**src/rtl/serial_adder_pkg.sv**
```systemverilog
// serial_adder_pkg
// Shared definitions for the bit-serial adder: FSM state encoding and the
// default operand width. Imported by serial_adder.
package serial_adder_pkg;

   localparam int DEFAULT_WIDTH = 8;

   localparam logic [1:0] S_IDLE = 2'd0;
   localparam logic [1:0] S_RUN  = 2'd1;
   localparam logic [1:0] S_DONE = 2'd2;

   typedef enum logic [1:0] {
      IDLE = S_IDLE,
      RUN  = S_RUN,
      DONE = S_DONE
   } state_t;

endpackage

```
**src/rtl/serial_adder_cell.sv**
```systemverilog
// serial_adder_cell
// One-bit combinational full adder (two gate levels).
// Ports:
//   a, b      - operand bits
//   carryin   - carry into this bit
//   sum       - a ^ b ^ carryin
//   carryout  - carry out of this bit
module serial_adder_cell (
   output logic sum,
   output logic carryout,
   input  logic a,
   input  logic b,
   input  logic carryin
);

   always_comb begin
      sum      = a ^ b ^ carryin;
      carryout = (a & b) | (carryin & (a ^ b));
   end

endmodule

```
**src/rtl/serial_adder.sv**
```systemverilog
// serial_adder
// Bit-serial WIDTH-bit adder. Operands load in parallel when start is seen
// in IDLE; one bit pair per cycle (LSB first) goes through a single full
// adder cell with a registered carry closing the loop. After WIDTH cycles
// the result, carry out and two's-complement overflow are registered and
// done pulses for one cycle.
// Ports:
//   clk, reset         - clock, synchronous active-high reset
//   start              - begin an addition (accepted only in IDLE)
//   a, b, carryin      - operands and initial carry, sampled on acceptance
//   busy               - high while bits are being processed
//   done               - one-cycle pulse when the result becomes valid
//   sum, carryout      - result registers, held until the next completion
//   overflow           - carry into MSB XOR carry out of MSB
module serial_adder
   import serial_adder_pkg::*;
#(
   parameter int WIDTH = DEFAULT_WIDTH
) (
   input  logic             clk,
   input  logic             reset,
   input  logic             start,
   input  logic [WIDTH-1:0] a,
   input  logic [WIDTH-1:0] b,
   input  logic             carryin,
   output logic             busy,
   output logic             done,
   output logic [WIDTH-1:0] sum,
   output logic             carryout,
   output logic             overflow
);

   localparam int CW = $clog2(WIDTH);
   localparam logic [CW-1:0] CNT_LAST   = CW'(WIDTH - 1);
   localparam logic [CW-1:0] CNT_MSB_IN = CW'(WIDTH - 2);

   state_t           state, state_nxt;
   logic [WIDTH-1:0] a_sr, b_sr, sum_sr;
   logic [CW-1:0]    cnt;
   logic             carry_q;
   logic             c_msb_in;
   logic             cell_sum, cell_co;
   logic             load, step, finish;

   serial_adder_cell u_cell (
      .sum      (cell_sum),
      .carryout (cell_co),
      .a        (a_sr[0]),
      .b        (b_sr[0]),
      .carryin  (carry_q)
   );

   always_ff @(posedge clk) begin
      if (reset) state <= IDLE;
      else       state <= state_nxt;
   end

   always_comb begin
      state_nxt = state;
      busy      = 1'b0;
      done      = 1'b0;
      load      = 1'b0;
      step      = 1'b0;
      finish    = 1'b0;
      case (state)
         IDLE: begin
            if (start) begin
               load      = 1'b1;
               state_nxt = RUN;
            end
         end
         RUN: begin
            busy = 1'b1;
            step = 1'b1;
            if (cnt == CNT_LAST) begin
               finish    = 1'b1;
               state_nxt = DONE;
            end
         end
         DONE: begin
            done      = 1'b1;
            state_nxt = IDLE;
         end
         default: state_nxt = IDLE;
      endcase
   end

   always_ff @(posedge clk) begin
      if (reset) begin
         a_sr     <= '0;
         b_sr     <= '0;
         sum_sr   <= '0;
         cnt      <= '0;
         carry_q  <= 1'b0;
         c_msb_in <= 1'b0;
         sum      <= '0;
         carryout <= 1'b0;
         overflow <= 1'b0;
      end else if (load) begin
         a_sr    <= a;
         b_sr    <= b;
         sum_sr  <= '0;
         cnt     <= '0;
         carry_q <= carryin;
      end else if (step) begin
         a_sr    <= a_sr >> 1;
         b_sr    <= b_sr >> 1;
         sum_sr  <= {cell_sum, sum_sr[WIDTH-1:1]};
         carry_q <= cell_co;
         // Hold on the last bit so the counter never wraps when WIDTH is a
         // power of two; the next load clears it anyway.
         if (!finish) cnt <= cnt + CW'(1);
         // Carry produced by bit WIDTH-2 is the carry into the MSB.
         if (cnt == CNT_MSB_IN) c_msb_in <= cell_co;
         if (finish) begin
            sum      <= {cell_sum, sum_sr[WIDTH-1:1]};
            carryout <= cell_co;
            overflow <= c_msb_in ^ cell_co;
         end
      end
   end

endmodule

```
**config.mk**
```make
export PLATFORM = sky130hd
export DESIGN_NAME = serial_adder
export DESIGN_NICKNAME = d
export VERILOG_FILES = /design/src/rtl/serial_adder_pkg.sv /design/src/rtl/serial_adder_cell.sv /design/src/rtl/serial_adder.sv
export SDC_FILE = /design/constraint.sdc
export NUM_CORES = 1
export LEC_CHECK = 0
export CAP_MARGIN = 20
export CELL_PAD_IN_SITES_DETAIL_PLACEMENT = 1
export CELL_PAD_IN_SITES_GLOBAL_PLACEMENT = 1
export CORE_MARGIN = 2
export CORE_UTILIZATION = 44
export CTS_BUF_LIST = sky130_fd_sc_hd__clkbuf_4
export DETAILED_ROUTE_END_ITERATION = 7
export PLACE_DENSITY = 0.85
export SLEW_MARGIN = 20
export SYNTH_ARGS = -nofsm -noshare
export SYNTH_HDL_FRONTEND = slang
export SYNTH_SLANG_ARGS = --single-unit
```
**constraint.sdc**
```tcl
create_clock -name clk -period 4.1 [get_ports clk]
set_input_delay 0.82 -clock clk [delete_from_list [all_inputs] [get_ports clk]]
set_output_delay 0.82 -clock clk [all_outputs]
set_load 0.01 [all_outputs]
```
==> results.txt <==
The number of antenna violations at the first check in global routing came out at 0. The initial DRC count is a little under 80. The cell with the largest stage delay on the worst path is clkdlybuf4s50_1.

The placed cell area came out at between 0.002 and 0.0025 mm². The min-delay analysis places its worst path in the category flip-flop to flip-flop. The flow ran to the end, and the final reports show no timing, DRC or antenna violations. The proportion of layout cells with a drive suffix above 1 is 0.176. The number of max-slew violations in the final report is 0. The number of optimization iterations in the first detailed-route pass is 4. The wire length reported by the detailed router came out at roughly 4000 µm. Setup repair after global routing left no endpoint under its margin.

The number of buffers inserted by post-CTS setup repair came out at 0. The post-synth net total came out at 225. On the final layout, the worst clock skew is 0.0146 ns.

Counting buffers and inverters, the worst setup path is 3 cells deep. The finished cells cover 0.00212 mm². The total of max-cap violations is 0. In this design, the stage delay of the slowest critical-path cell is between 0.6 and 0.7 ns. The setup total negative slack is 0 ns. The H-tree level count is 2.

The maximum number of pins on one net before global-route repair is 24. Counting instances, the worst hold path has a depth of 2. The die is roughly 68 µm tall.

The number of placed I/O pins came out at 32. The number of cell rows came out at 23. The sum of overflow across all layers after global routing is 0. The critical path endpoint category is an output port. The area growth from synthesis to layout is 17.7%. The critical path is of the flip-flop to output port type. Measured against its own limit, the worst slew margin works out to 0.515. The count of placed standard cells in the final layout, fillers left out came out at about 280. For this design, the sink count on the clock tree is 40. The sequential element share of the synthesized area came out at 0.444. The placed cell count is 270. The maximum fanout encountered on the critical timing path is 21.

The first global-routing pass estimated between 6000 and 7000 µm of wire. STA classifies the critical path startpoint as a flip-flop. The final hold slack came out at approximately 0.47 ns. Measured against the total synthesized area, the mux share comes to 0. The routed length per instance came out at approximately 15 µm. The total number of vias came out at approximately 1500. The setup slack at placement came out at between 1 and 1.5 ns. The number of different library cells in the post-synthesis netlist came out at 32. The design draws 723 µW. The area share of and/or/nand/nor cells after synthesis is 0.217. The final setup violation count came out at 0.

The via count of the first global-routing pass is ~1500. Walking the worst path, the cells encountered are nand2b_1, inv_2, clkdlybuf4s50_1. The source-to-sink clock delay at the later pin of the worst-skew pair came out at 0.35 ns. No sink is reached through more buffers than the 2 on the longest clock path. At the end of the flow the core is filled with cells to 0.534. The minimum period implied by the final worst setup slack is 2.84 ns.

The hold buffer count at cts came out at 0. The mapped netlist covers approximately 0.0018 mm². TritonCTS built the clock tree. In the routed design, unresolved DRC markers number 0.

The leakage power of the design is 0.714 nW. The transition at the pin with the smallest max-transition slack is 0.727 ns. The number of I/O port buffers is 31. The weighted congestion at the end of routability-driven global placement came out at 0.744.

The required time of the critical path is between 3 and 4 ns. The total buffers and inverters traversed by the critical path is 2. After synthesis, the largest family of logic cells by area is compound AO/OA/AOI/OAI gates. The overall die width is ~68 µm. The HPWL after detailed placement came out at around 2800 µm. For this configuration, the core starts out at a cell density of 0.454. The post-detailed-route via-to-cell ratio came out at between 5 and 6. Across every metal layer, demand over resource in global routing totals 0.197. The fraction of the mapped netlist area in compound gates is 0.223.

The antenna diode count came out at 0. After the last flow step, the layout net total stands at approximately 250. The power density over the cells came out at 341 mW/mm².

The final critical-path setup slack came out at roughly 1.3 ns. The number of buffers created by CTS came out at 5. The count of nets left with antenna violations after detail routing came out at 0. The arithmetic-cell share of the synthesized area counting full adders, half adders and majority gates is 0.0319. The worst-case IR drop observed on VDD is 0.194 mV.

The average cell area after synthesis is about 9.0 µm². Of the total synthesized cell area, the portion taken by XOR and XNOR cells is 0.00972. The number of cells traversed by the worst register-to-register path is 3. The gate count of the mapped netlist came out at roughly 200. CTS placed an instance of clkbuf_4 at the clock tree root. Once the clock tree was built, the resizer swapped 0 gates to a different size.

The number of warning messages in the yosys log came out at 0. The area of the die is 0.00463 mm². For the worst setup path, the data arrival time is 2.02 ns. The placeable core area came out at slightly below 0.004 mm². Synthesis inferred 40 register bits. The clock transition at the register clock pins on the worst setup and hold paths after CTS came out at ~0.12 ns. The final worst-path cycle share came out at 0.693. The highest clock frequency the design can meet is 352 MHz. The number of hold violations in the final report is 0. The gate family responsible for the most delay along the worst path is buffers and inverters.
-- worst register-to-register path, delay by kind of cell, from the launching register on --
family / cells / cell delay (ns)
AND/OR/NAND/NOR: 2 / 0.95
AO/OA/AOI/OAI: 1 / 0.24
flip-flops: 1 / 0.57
-- layer usage --
layer / vias to the layer above / part of all wire / track usage
li1: 731 / - / -
met1: 706 / 0.46 / 0.239
met2: 20 / 0.49 / 0.334
met3: 7 / 0.031 / 0.0444
met4: 0 / 0.019 / 0.0825
met5: - / 0 / 0
-- placed cells by master, fill, tap and decap left out --
cell type	n
o21ai_0	2
nand3_2	2
nor3b_2	1
dfxtp_1	40
clkbuf_4	6
nand2b_1	2
and3b_2	1
nand2_1	48
nand4_1	1
o22ai_1	2
nand2b_2	1
nor3b_4	1
inv_2	1
clkinv_2	1
nor2_2	8
or3b_1	1
nor2_1	15
xnor2_1	2
inv_1	3
a21oi_1	30
o2bb2ai_1	1
nand3b_1	1
clkdlybuf4s50_1	31
a211oi_1	4
buf_4	2
fa_1	1
ha_1	3
o21ba_2	1
a211oi_2	13
a21oi_2	2
-- state kept, by name, summed over array words and instances, names as in the netlist, 2 cells and up --
name / count
state: 2
sum_sr: 7
a_sr: 8
b_sr: 8
sum: 8
cnt: 3
-- cell type report --
class                           count  area [µm²]
Fill cell                         479        1850
Tap cell                           50        62.6
Multi-Input combinational cell    143         868
Timing Repair Buffer               33         325
Sequential cell                    40         801
Inverter                            4        15.0
Clock buffer                        6        45.0
Clock inverter                      1        5.00
-- kinds of logic after synthesis --
family | Yosys count
flip-flops | 40
AO/OA/AOI/OAI | 55
buffers and inverters | 18
adder cells (fa/ha/maj) | 4
AND/OR/NAND/NOR | 82
XOR/XNOR | 2
-- final timing paths --
path                         startpoint                     to  slack, ns
hold reg to reg   carryout$_SDFFE_PP0P_  carryout$_SDFFE_PP0P_       0.47
setup reg to reg  state[0]$_SDFFE_PP0P_    cnt[1]$_SDFFE_PP0P_       2.27
setup / recovery  state[0]$_SDFFE_PP0P_                   busy       1.26
hold / removal    carryout$_SDFFE_PP0P_  carryout$_SDFFE_PP0P_       0.47
-- cell usage after synthesis --
cell type	instances	share of area
nor3b_4	1	0.010
a211oi_2	13	0.090
a211oi_1	4	0.017
buf_6	4	0.025
nand2b_1	2	0.0069
buf_1	2	0.0042
inv_1	3	0.0062
inv_2	1	0.0021
fa_1	1	0.011
nor3b_2	1	0.0069
o2bb2ai_1	1	0.0049
nand2_1	48	0.10
a21oi_1	30	0.083
clkbuf_1	1	0.0021
ha_1	3	0.021
nor2_2	8	0.028
buf_2	1	0.0028
nand3b_1	1	0.0042
nor2_1	15	0.031
nand2b_2	1	0.0049
nand4_1	1	0.0035
dfxtp_1	40	0.44
nand3_2	2	0.011
or3b_1	1	0.0049
o21ba_2	1	0.0056
o21ai_0	2	0.0056
and3b_2	1	0.0056
o22ai_1	2	0.0069
buf_4	5	0.021
xnor2_1	2	0.0097
a21oi_2	2	0.0097
buf_12	1	0.011
-- power by group --
group | internal [mW] | switching [mW]
combinational | 0.0502 | 0.0617
sequential | 0.406 | 0.0132
clock | 0.0699 | 0.122
total | 0.526 | 0.197
Note: power is estimated with default switching activity, not from simulation.
